===== config.mk =====
export PLATFORM = sky130hd
export DESIGN_NAME = multi_scaler_generator
export DESIGN_NICKNAME = d
export VERILOG_FILES = /design/src/rtl/multi_scaler_generator.sv
export SDC_FILE = /design/constraint.sdc
export NUM_CORES = 1
export LEC_CHECK = 0
export BUFFER_PORTS_ARGS = -buffer_cell sky130_fd_sc_hd__buf_2
export CORE_UTILIZATION = 45
export CTS_CLUSTER_DIAMETER = 80
export DETAILED_ROUTE_END_ITERATION = 6
export PLACE_DENSITY = 0.65
export RECOVER_POWER = 100
export SYNTH_ARGS = -nofsm -noshare
export SYNTH_HDL_FRONTEND = slang
export SYNTH_SLANG_ARGS = --single-unit

===== constraint.sdc =====
create_clock -name clk_i -period 2.9 [get_ports clk_i]
set_input_delay 0.58 -clock clk_i [delete_from_list [all_inputs] [get_ports clk_i]]
set_output_delay 0.58 -clock clk_i [all_outputs]
set_load 0.02 [all_outputs]

===== src/rtl/multi_scaler_generator.sv =====
// multi_scaler_generator: per-channel scaler flag generator with stuck-on detection
// and PULSE / MASK / PASS handling of stuck channels.
module multi_scaler_generator #(
    parameter int NUM_CH = 8,
    parameter int CNT_W  = 4
) (
    input  logic              clk_i,
    input  logic              rst_n_i,
    input  logic [NUM_CH-1:0] trig_i,
    input  logic              sce_i,
    input  logic              sync_i,
    input  logic [CNT_W-1:0]  thresh_i,
    input  logic [1:0]        mode_i,
    input  logic              clr_latch_i,
    output logic [NUM_CH-1:0] scaler_o,
    output logic [NUM_CH-1:0] stuck_o,
    output logic [NUM_CH-1:0] stuck_latch_o,
    output logic              stuck_new_o
);
    localparam logic [CNT_W-1:0] CNT_MAX = '1;

    logic [NUM_CH-1:0] trig_q;
    logic [NUM_CH-1:0] all_high;
    logic [NUM_CH-1:0] edge_v;
    logic [NUM_CH-1:0] bad;
    logic [NUM_CH-1:0] stuck_next;
    logic [NUM_CH-1:0] scaler_next;
    logic [CNT_W-1:0]  cnt [NUM_CH];

    always_comb begin
        stuck_next  = '0;
        scaler_next = '0;
        edge_v      = trig_i & ~trig_q;
        bad         = all_high & trig_i & {NUM_CH{sce_i}};
        for (int n = 0; n < NUM_CH; n++) begin
            stuck_next[n]  = (thresh_i != '0) && (cnt[n] >= thresh_i);
            // mode_i[1] set means PASS; MASK drops everything on a stuck channel
            scaler_next[n] = (!stuck_o[n] || mode_i[1]) ? edge_v[n] :
                             (mode_i == 2'd0) ? (edge_v[n] | sync_i) : 1'b0;
        end
    end

    always_ff @(posedge clk_i or negedge rst_n_i) begin
        if (!rst_n_i) begin
            trig_q        <= '0;
            all_high      <= '0;
            scaler_o      <= '0;
            stuck_o       <= '0;
            stuck_latch_o <= '0;
            stuck_new_o   <= 1'b0;
            for (int n = 0; n < NUM_CH; n++) cnt[n] <= '0;
        end else begin
            trig_q        <= trig_i;
            all_high      <= sce_i ? '1 : (all_high & trig_i);
            for (int n = 0; n < NUM_CH; n++)
                if (sce_i) cnt[n] <= !bad[n] ? '0 : (cnt[n] == CNT_MAX) ? cnt[n] : cnt[n] + 1'b1;
            stuck_o       <= stuck_next;
            stuck_new_o   <= |(stuck_next & ~stuck_o);
            stuck_latch_o <= (stuck_latch_o & ~{NUM_CH{clr_latch_i}}) | stuck_next;
            scaler_o      <= scaler_next;
        end
    end
endmodule


; Word level (Yosys, flattened, before mapping)
; Cells that the tools add are included.
[totals]
n_memories = 0
ram_bits = 0
output_inout_bits = 25
reg_bits = 73
word_cells = 131
rom_bits = 0
input_bits = 19
latchBits = 0
[classes]
mul = 0
n_div = 0
order_cmp = 8
bitwise = 17
add_sub_neg = 8
shift = 0
reduce_logical = 35
n_eq_ne = 16
mux = 33
[ops]
columns = operator, count
row1 = $mux 4, 16
row2 = $and 8x8->8, 5
row3 = $add 4x1->4 const B, 8
row4 = $eq 4x4->1 const B, 8
row5 = $ge 4x4->1, 8
row6 = $not 8->8, 3
row7 = $mux 1, 16
row8 = $ne 2x2->1 const B, 8
row9 = $reduce_and 2->1, 8
row10 = $logic_and 1x1->1, 8
row11 = $logic_not 1->1, 8
row12 = $logic_or 1x1->1, 8
row13 = $mux 8, 1
row14 = $or 1x1->1, 8
row15 = $or 8x8->8, 1
row16 = $reduce_or 8->1, 1
row17 = $reduce_bool 4->1, 1
row18 = $logic_not 2->1, 1

; Logic depth before layout (Yosys ltp)
; Gate-level depths: netlist (run 1).
[logic_depth]
word_depth = 5
mapped_depth = 7

; Worst setup path after synthesis (run 1)
; No wires, ideal clock.
[synth_timing]
path_type = input to register
startpoint = in thresh_i[1]
endpoint = reg stuck_new_o
slack_ps = 453
arrival_ps = 2316
stages = 6
setup_time_ps = 131
n_path_buf = 0
cell_sequence = inv_1 > ha_1 > a2111oi_0 > nor3_1 > or4_1 > or3_1
[synth_between]
elab_chain_cells = 4
word_cells_on_any_way = 19
cone_classes = order compare: 8 / bitwise: 1 / reduce/logical: 10
[synth_lines]
columns = element, line
row1 = "start, declared", 12  ; input logic [CNT_W-1:0] thresh_i,
row2 = $ge 4x4->1 or $reduce_bool 4->1 (tied branches), 36  ; stuck_next[n] = (thresh_i != '0) && (cnt[n] >= thresh_i);
row3 = $logic_and 1x1->1, 36
row4 = $and 8x8->8 *, 58  ; stuck_new_o <= |(stuck_next & ~stuck_o);
row5 = $reduce_or 8->1 *, 58
row6 = "end signal, assigned", 58
row7 = "end, declared", 18  ; output logic stuck_new_o
; Every way passes the cells marked *; elsewhere a longest branch is shown, timed or not.
; A chain may end at the register's enable or synchronous reset.

; Worst setup path after layout (run 1)
[layout_timing]
startpoint = in thresh_i[0]
endpoint = reg stuck_new_o
; Same word-level chain as after synthesis.

==> results.sh, run 1 <==
export IMPL_multi_input_area_mm2=0.00180
export IMPL_core_area_mm2=0.00789
export IMPL_slew_headroom_pct=-23.5
export IMPL_yosys_warnings=0
export IMPL_syn_nets=416
export IMPL_ys_top_cells_by_count="73 x dfrtp_1, 46 x a21oi_1, 40 x ha_1, 32 x nand2_1, 20 x inv_1"
export IMPL_clk_path_buf_depth=2
export IMPL_layout_drive_gt1_share_pct=9.18
export IMPL_track_usage_pct=19.9
export IMPL_synth_area_mm2=0.00373
export IMPL_crit_path_max_fanout=7
export IMPL_grt_overflow=0
export IMPL_io_pins=44
export IMPL_totalWireLength_mm=7.82
export IMPL_die_area_mm2=0.00866
export IMPL_dp_hpwl_mm=5.59
export IMPL_synth_top_area_cell="dfrtp_1"
export IMPL_finalSetupViolations=0
export IMPL_register_area_mm2=0.00183
export IMPL_chipWidth_um=93.1
export IMPL_cts_tree="yes"
export IMPL_synth_cell_types=30
export IMPL_cts_root_buffer_cell="clkbuf_8"
export IMPL_ys_flop_type="dfrtp_1"
export IMPL_sw_frac_of_total_pct=28.6
export IMPL_status="finished, violations left"
export IMPL_max_freq_ghz=0.400
export IMPL_reg2reg_from="cnt[20]$_DFFE_PN0P_"
export IMPL_cap_violations=2
export IMPL_syn_inst=357
export IMPL_fin_crit_sh_pct=86.2
export IMPL_cts_max_level=3
export IMPL_fill_cells=706
export IMPL_fin_util_pct=53.7
export IMPL_vdd_drop_max_uv=217
export IMPL_slew_violations=123
export IMPL_synth_seq_area_share_pct=48.9
export IMPL_routabilityCongestion=0.812
export IMPL_synth_edf_count=0
export IMPL_vias=2858
export IMPL_finalHoldViolations=0
export IMPL_finClkSkew_ns=0.0179
export IMPL_stdcell_count=516
export IMPL_initialDrtViolationCount=63
export IMPL_synth_top_cell_area_share_pct=48.9
export IMPL_start_util_pct=47.3
export IMPL_portBuffers=43
export IMPL_crit_start="thresh_i[0]"
export IMPL_worstHoldStart="trig_i[3]"
export IMPL_p_leak_nw=2.08
export IMPL_ys_ff_latch=73
export IMPL_drc=0
export IMPL_ys_async_sr_fraction_pct=100
export IMPL_violations="capacitance limit, slew limit"
export IMPL_cts_resized=0
export IMPL_clk_latency_ns=0.34
export IMPL_grt_max_degree=74
export IMPL_dr_pass1_iters=5
export IMPL_post_place_cells=500
export IMPL_seqPwrFrac_pct=49.9
export IMPL_powerDensity_mw_per_mm2=547
export IMPL_switchingPower_mw=0.661
export IMPL_fp_dieH_um=93.1
export IMPL_start_kind="primary input"
export IMPL_cts_setup_buffers=0
export IMPL_crit_required_ns=3.10
export IMPL_rsz0062_at_grt="no"
export IMPL_place_area_mm2=0.00409
export IMPL_worst_pin_slew_ns=1.85
export IMPL_grt_pass1_wl_mm=13.3
export IMPL_fin_area_mm2=0.00423
export IMPL_ant_nets=0
export IMPL_cp_end_kind="register"
export IMPL_hold_class="primary input to register"
export IMPL_syn_avg_cell_area_um2=10.5
export IMPL_fin_nets=468
export IMPL_diodes=0
export IMPL_synth_area_leaders="dfrtp_1 49%, ha_1 13%, a21oi_1 6.2%"
export IMPL_min_period_ns=2.50
export IMPL_critPathArrivalTime_ns=2.70
export IMPL_antenna_found_initial=0
export IMPL_combPwrFrac_pct=15.7
export IMPL_worstSetupPathType="primary input to register"
export IMPL_grt_pass1_vias=2738
export IMPL_yosysMostFrequentCell="dfrtp_1"
export IMPL_ctsHoldBuffers=0
export IMPL_cts_buffers=9
export IMPL_power_share_clock_pct=34.4
export IMPL_fin_setup_tns_ns=0
export IMPL_intPower_mw=1.65
export IMPL_clock_sinks=73
export IMPL_rows=32
export IMPL_wire_per_inst_um=15.2
export IMPL_area_delta_synth_final_pct=13.4
export IMPL_vias_per_cell=5.54
export IMPL_clkTransAtPathRegs_ns=0.09
## per-stage QoR
step | setup WS [ns] | hold WS (ns) | power, mW
final | 0.400 | 0.378 | 2.31
after global routing | 0.178 | 0.380 | 2.45
after CTS | 0.447 | 0.349 | 2.36
after detailed placement | 0.101 | 0.464 | 1.55
after global placement | 0.189 | 0.456 | 1.54
after floorplan | 0.453 | 0.284 | 1.40
## final timing paths
path	endpoint	slack, ns	cells after the start
worst max register to register	stuck_new_o$_DFF_PN0_	0.42	7
min in group asynchronous	stuck_o[7]$_DFF_PN0_	0.71	1
worst min-delay path	trig_q[3]$_DFF_PN0_	0.38	1
worst min register to register	stuck_latch_o[0]$_DFF_PN0_	0.48	1
worst max-delay path	stuck_new_o$_DFF_PN0_	0.40	8
max in group asynchronous	scaler_o[7]$_DFF_PN0_	1.12	1
## cell families after synthesis
logic type / after synthesis / share of synthesized area, %
compound gates: 113 / 20.2
fa+ha+maj: 40 / 13.4
buf+inv: 28 / 2.81
flops: 73 / 48.9
simple gates: 103 / 14.7
## power by group through the flow
stage | Sequential [mW] | Combinational [mW] | Clock, mW
2_1_floorplan | 1.21 | 0.195 | 0
3_3_place_gp | 1.17 | 0.367 | 0
3_5_place_dp | 1.17 | 0.379 | 0
4_1_cts | 1.15 | 0.381 | 0.822
5_1_grt | 1.17 | 0.413 | 0.865
6_report | 1.15 | 0.362 | 0.797
## final cells by class
class | instances | area share, %
clock buffer | 11 | 3.34
clock inverter | 5 | 1.30
inverter | 20 | 1.77
multi-input combinational | 256 | 42.6
sequential | 73 | 43.1
tap | 102 | 3.01
timing repair buffer | 49 | 4.88
## layer usage
layer | wire, um | up-vias | track usage, %
met5 | 0 | - | 0
met2 | 3460 | 51 | 30.6
met1 | 4020 | 1386 | 28.4
met4 | 97 | 0 | 7.31
met3 | 242 | 9 | 3.17
li1 | - | 1412 | -
## registers in the layout (all words and copies together), names as in the netlist
name / count
trig_q: 8
stuck_o: 8
scaler_o: 8
stuck_new_o: 1
cnt: 32
stuck_latch_o: 8
all_high: 8
## layout by cell type (no fill, tap or decap), drive strengths merged, types with 14 or more instances in the layout
cell,count
dfrtp,73
clkbuf,49
a21oi,46
inv,20
ha,40
and3,14
nand2b,16
nand2,32
o21ai,15
nand3,16
## critical path, stage by stage
cell	delay, ns
buf_2	0.22
clkbuf_1	0.28
ha_1	0.27
nand2b_1	0.13
a2111oi_0	0.52
a211o_1	0.22
o22ai_1	0.11
or3_1	0.37
No activity file was read; power rests on OpenSTA's default activity.
==> inputs of run 2 (changes only) <==
BUFFER_PORTS_ARGS = -buffer_cell sky130_fd_sc_hd__buf_4   (was -buffer_cell sky130_fd_sc_hd__buf_2)
==> run 2 against run 1 <==
Compared with the run above:
- the flow still finishes with violations (capacitance limit, slew limit)
- worst setup slack worse by 0.10 ns
- cell count down 0.78%
- register-to-register slack worse by 0.12 ns
- sequential power about the same
- clock power up 14%
- total power up 4.7%
- worst hold slack better by 0.0024 ns
- critical path depth down 1
- clock-buffer cell count down 1
- first-iteration DRC count up 79%
- sequential cell count unchanged
==> results.sh, run 2 (same netlist as run 1, synthesis figures left out) <==
export IMPL_finClkSkew_ns=0.0169
export IMPL_hold_class="primary input to register"
export IMPL_p_leak_nw=2.09
export IMPL_cts_setup_buffers=0
export IMPL_register_area_mm2=0.00183
export IMPL_layout_drive_gt1_share_pct=8.78
export IMPL_largest_register_ff_count=32
export IMPL_cts_max_level=3
export IMPL_crit_path_max_fanout=4
export IMPL_dr_pass1_iters=4
export IMPL_vias=2843
export IMPL_clk_latency_ns=0.35
export IMPL_rows=32
export IMPL_clock_sinks=73
export IMPL_core_area_mm2=0.00789
export IMPL_min_period_ns=2.60
export IMPL_grt_pass1_vias=2752
export IMPL_regMostFlops="cnt"
export IMPL_area_delta_synth_final_pct=14.0
export IMPL_routabilityCongestion=0.755
export IMPL_vdd_drop_max_uv=231
export IMPL_grt_pass1_wl_mm=13.6
export IMPL_wl_met2_mm=3.57
export IMPL_fin_crit_sh_pct=89.8
export IMPL_wire_per_inst_um=15.5
export IMPL_cts_root_buffer_cell="clkbuf_8"
export IMPL_cts_resized=0
export IMPL_drc=0
export IMPL_dp_hpwl_mm=5.58
export IMPL_path_delay_family="simple AND/OR/NAND/NOR gates"
export IMPL_clk_path_buf_depth=2
export IMPL_finalSetupViolations=0
export IMPL_initialDrtViolationCount=113
export IMPL_chipWidth_um=93.1
export IMPL_fin_nets=464
export IMPL_grt_max_degree=74
export IMPL_ant_nets=0
export IMPL_dr_wl_met3_um=324
export IMPL_slowest_stage="a2111oi_0"
export IMPL_crit_required_ns=3.12
export IMPL_finalHoldViolations=0
export IMPL_worstSetupPathType="register to register"
export IMPL_fp_dieH_um=93.1
export IMPL_max_freq_ghz=0.384
export IMPL_io_pins=44
export IMPL_cts_tree="yes"
export IMPL_critPathArrivalTime_ns=2.82
export IMPL_slew_violations=74
export IMPL_violations="capacitance limit, slew limit"
export IMPL_totalWireLength_mm=7.96
export IMPL_powerDensity_mw_per_mm2=569
export IMPL_worst_pin_slew_ns=1.82
export IMPL_start_util_pct=47.3
export IMPL_fin_area_mm2=0.00426
export IMPL_top_layer="met4"
export IMPL_antenna_found_initial=0
export IMPL_cap_violations=1
export IMPL_final_common_cell="dfrtp_1"
export IMPL_critPathMaxStageDelay_ns=0.67
export IMPL_status="finished, violations left"
export IMPL_die_area_mm2=0.00866
export IMPL_rsz0062_at_grt="no"
export IMPL_diodes=0
export IMPL_clkTransAtPathRegs_ns=0.09
export IMPL_ctsHoldBuffers=0
export IMPL_slew_headroom_pct=-21.4
export IMPL_cp_end_kind="register"
export IMPL_fill_cells=743
export IMPL_wl_met1_mm=3.99
export IMPL_grt_overflow=0
export IMPL_vias_per_cell=5.55
export IMPL_start_kind="register"
export IMPL_final_cell_mix="73 x dfrtp_1, 46 x a21oi_1, 40 x ha_1"
export IMPL_portBuffers=43
export IMPL_multi_input_area_mm2=0.00180
export IMPL_place_area_mm2=0.00417
export IMPL_track_usage_pct=20.3
export IMPL_path_cells="inv_1 -> ha_1 -> nand2b_1 -> a2111oi_0 -> nor4_2 -> or4_1 -> or3_1"
export IMPL_cts_buffers=9
export IMPL_path_buf_inv=1
export IMPL_fin_setup_tns_ns=0
[run 2: per-stage QoR]
stage | setup WS [ns] | std cells | hold slack [ns] | utilization, % | power (mW)
3_5_place_dp | 0.147 | 496 | 0.471 | 52.9 | 1.58
2_1_floorplan | 0.453 | 357 | 0.284 | - | 1.40
4_1_cts | 0.476 | 512 | 0.345 | 55.7 | 2.49
5_1_grt | 0.202 | 512 | 0.368 | 54.0 | 2.55
6_report | 0.296 | 512 | 0.380 | 54.0 | 2.42
3_3_place_gp | 0.180 | 496 | 0.463 | 52.9 | 1.56
[run 2: worst paths after layout]
check | cells past startpoint | startpoint | slack, ns | endpoint
setup / recovery | 7 | cnt[24]$_DFFE_PN0P_ | 0.30 | stuck_new_o$_DFF_PN0_
hold / removal | 1 | trig_i[1] | 0.38 | trig_q[1]$_DFF_PN0_
setup reg to reg | 7 | cnt[24]$_DFFE_PN0P_ | 0.30 | stuck_new_o$_DFF_PN0_
hold reg to reg | 1 | stuck_latch_o[5]$_DFF_PN0_ | 0.48 | stuck_latch_o[5]$_DFF_PN0_
max in group asynchronous | 1 | rst_n_i | 1.09 | stuck_latch_o[1]$_DFF_PN0_
min in group asynchronous | 1 | rst_n_i | 0.70 | cnt[26]$_DFFE_PN0P_
[run 2: metal layers]
metal	up-vias	global-route usage, %
li1	1413	-
met1	1363	28.5
met2	60	31.5
met3	7	4.39
met4	0	6.03
met5	-	0
[run 2: cell type report]
type	count	area share [%]
Inverter	20	1.76
Sequential cell	73	42.9
Tap cell	102	3.00
Multi-Input combinational cell	256	42.2
Clock inverter	6	2.12
Clock buffer	10	3.23
Timing Repair Buffer	45	4.79
[run 2: report_power, final]
group / switching [mW] / leakage [nW] / internal, mW
clock network: 0.400 / 0.113 / 0.511
logic: 0.219 / 1.04 / 0.137
registers: 0.0636 / 0.943 / 1.09
total: 0.683 / 2.09 / 1.74
==> inputs of run 3 (changes only) <==
GPL_TIMING_DRIVEN = 0   (was unset)
==> run 3 against run 2 <==
Compared with the run above:
- the run still ends with capacitance limit, slew limit left
- first-iteration DRC count shrank 29%
- non-clock buffer count grew 5
- worst setup slack lost 0.16 ns
- largest cell class unchanged
- utilization grew 0.76 points
- combinational power grew 3%
- die area is the same
- global-route usage grew 1.6 points
- clock skew shrank 0.0075 ns
- cell count grew 0.98%
- worst hold slack gained 0.0030 ns
- sequential power is essentially flat
==> results.sh, run 3 (same netlist as run 1, synthesis figures left out) <==
export IMPL_slew_headroom_pct=-20.4
export IMPL_start_util_pct=47.3
export IMPL_finalSetupViolations=0
export IMPL_cts_root_buffer_cell="clkbuf_8"
export IMPL_portBuffers=42
export IMPL_hold_class="primary input to register"
export IMPL_grt_pass1_wl_mm=14.1
export IMPL_clock_sinks=73
export IMPL_sw_frac_of_total_pct=25.6
export IMPL_chipWidth_um=93.1
export IMPL_seqPwrFrac_pct=44.3
export IMPL_intPower_mw=1.94
export IMPL_switchingPower_mw=0.666
export IMPL_worst_pin_slew_ns=1.81
export IMPL_cp_end_kind="register"
export IMPL_power_share_clock_pct=41.6
export IMPL_ant_nets=0
export IMPL_r2r_end="stuck_new_o$_DFF_PN0_"
export IMPL_cts_buffers=9
export IMPL_place_area_mm2=0.00418
export IMPL_ctsHoldBuffers=0
export IMPL_max_freq_ghz=0.362
export IMPL_wire_per_inst_um=16.9
export IMPL_totalWireLength_mm=8.75
export IMPL_core_area_mm2=0.00789
export IMPL_area_delta_synth_final_pct=15.6
export IMPL_layout_drive_gt1_share_pct=8.19
export IMPL_die_area_mm2=0.00866
export IMPL_clk_latency_ns=0.35
export IMPL_grt_max_degree=74
export IMPL_rows=32
export IMPL_dp_hpwl_mm=6.13
export IMPL_worstSetupPathType="primary input to register"
export IMPL_antenna_found_initial=0
export IMPL_powerDensity_mw_per_mm2=603
export IMPL_vdd_drop_max_uv=289
export IMPL_io_pins=44
export IMPL_violations="capacitance limit, slew limit"
export IMPL_initialDrtViolationCount=80
export IMPL_combPwrFrac_pct=14.1
export IMPL_min_period_ns=2.76
export IMPL_finalHoldViolations=0
export IMPL_grt_overflow=0
export IMPL_finClkSkew_ns=0.00941
export IMPL_fill_cells=731
export IMPL_final_common_cell="dfrtp_1"
export IMPL_start_kind="primary input"
export IMPL_clk_path_buf_depth=2
export IMPL_crit_end="stuck_new_o$_DFF_PN0_"
export IMPL_cts_max_level=3
export IMPL_dr_pass1_iters=4
export IMPL_hold_path_cell_count=1
export IMPL_vias=2877
export IMPL_cts_resized=0
export IMPL_status="finished, violations left"
export IMPL_slew_violations=74
export IMPL_fin_setup_tns_ns=0
export IMPL_final_cell_mix="73 x dfrtp_1, 46 x a21oi_1, 42 x clkbuf_1"
export IMPL_crit_path_max_fanout=8
export IMPL_reg2reg_from="cnt[24]$_DFFE_PN0P_"
export IMPL_drc=0
export IMPL_rsz0062_at_grt="no"
export IMPL_cap_violations=1
export IMPL_track_usage_pct=21.9
export IMPL_fin_crit_sh_pct=95.2
export IMPL_rr_worst_depth=7
export IMPL_critPathArrivalTime_ns=2.98
export IMPL_vias_per_cell=5.56
export IMPL_grt_pass1_vias=2794
export IMPL_regMostFlops="cnt"
export IMPL_crit_start="thresh_i[1]"
export IMPL_p_leak_nw=2.12
export IMPL_clkTransAtPathRegs_ns=0.08
export IMPL_diodes=0
export IMPL_rrSetupSlack_ns=0.23
export IMPL_routabilityCongestion=0.772
export IMPL_cts_tree="yes"
export IMPL_largest_register_ff_count=32
export IMPL_cts_setup_buffers=0
export IMPL_fin_area_mm2=0.00432
export IMPL_fp_dieH_um=93.1
export IMPL_fin_nets=469
export IMPL_crit_required_ns=3.12
-- run 3: changes by cell type in the layout (fill, tap and decap cells not counted) --
cell,change
clkbuf_1,+7
buf_4,-2
bufinv_16,+2
clkbuf_8,+1
clkinv_4,-1
clkinvlp_4,-1
inv_6,-1
-- run 3: critical path: stages --
cell and delay (ns):
clkbuf_1 0.16, inv_1 0.24, ha_1 0.37, a2111oi_0 0.64, nor4_2 0.10, or4_1 0.57, or3_1 0.32
-- run 3: power by group through the flow --
| stage | combinational (mW) | sequential [mW] | clock (mW) |
|---|---|---|---|
| 2_1_floorplan | 0.195 | 1.21 | 0 |
| 3_3_place_gp | 0.399 | 1.17 | 0 |
| 3_5_place_dp | 0.412 | 1.17 | 0 |
| 4_1_cts | 0.414 | 1.15 | 1.10 |
| 5_1_grt | 0.415 | 1.16 | 1.15 |
| 6_report | 0.368 | 1.15 | 1.08 |
-- run 3: area by class of cell --
cell class / count / area (um^2) / share of cell area (%)
Sequential cell: 73 / 1830 / 42.3
Multi-Input combinational cell: 256 / 1800 / 41.6
Timing Repair Buffer: 42 / 185 / 4.29
Clock buffer: 11 / 151 / 3.51
Tap cell: 102 / 128 / 2.96
Clock inverter: 5 / 125 / 2.90
Inverter: 20 / 75.1 / 1.74
Buffer: 8 / 30.0 / 0.696
-- run 3: worst min path at each step --
| stage | startpoint | end | slack [ns] |
|---|---|---|---|
| after detailed placement | stuck_latch_o[5]$_DFF_PN0_ | stuck_latch_o[5]$_DFF_PN0_ | 0.47 |
| after global placement | stuck_latch_o[6]$_DFF_PN0_ | stuck_latch_o[6]$_DFF_PN0_ | 0.46 |
| after CTS | trig_i[1] | trig_q[1]$_DFF_PN0_ | 0.35 |
| after global routing | trig_i[5] | trig_q[5]$_DFF_PN0_ | 0.37 |
| final | trig_i[1] | trig_q[1]$_DFF_PN0_ | 0.38 |
| after floorplan | rst_n_i | all_high[0]$_DFF_PN0_ | 0.28 |
-- run 3: layer usage --
| metal | GRT usage [%] | vias to the layer above | wire, um |
|---|---|---|---|
| met3 | 5.12 | 7 | 449 |
| met1 | 29.9 | 1388 | 4190 |
| met5 | 0 | - | 0 |
| li1 | - | 1419 | - |
| met4 | 7.56 | 0 | 95 |
| met2 | 34.1 | 63 | 4010 |
-- run 3: metrics by stage --
step	total power [mW]	utilization (%)	hold slack, ns	cells	worst slack (ns)
floorplan	1.40	-	0.284	357	0.453
global placement	1.57	53.0	0.464	501	-0.127
detailed placement	1.58	53.0	0.471	501	-0.126
CTS	2.66	56.5	0.347	517	0.236
global route	2.73	54.7	0.374	517	0.0183
finish	2.60	54.7	0.383	517	0.138
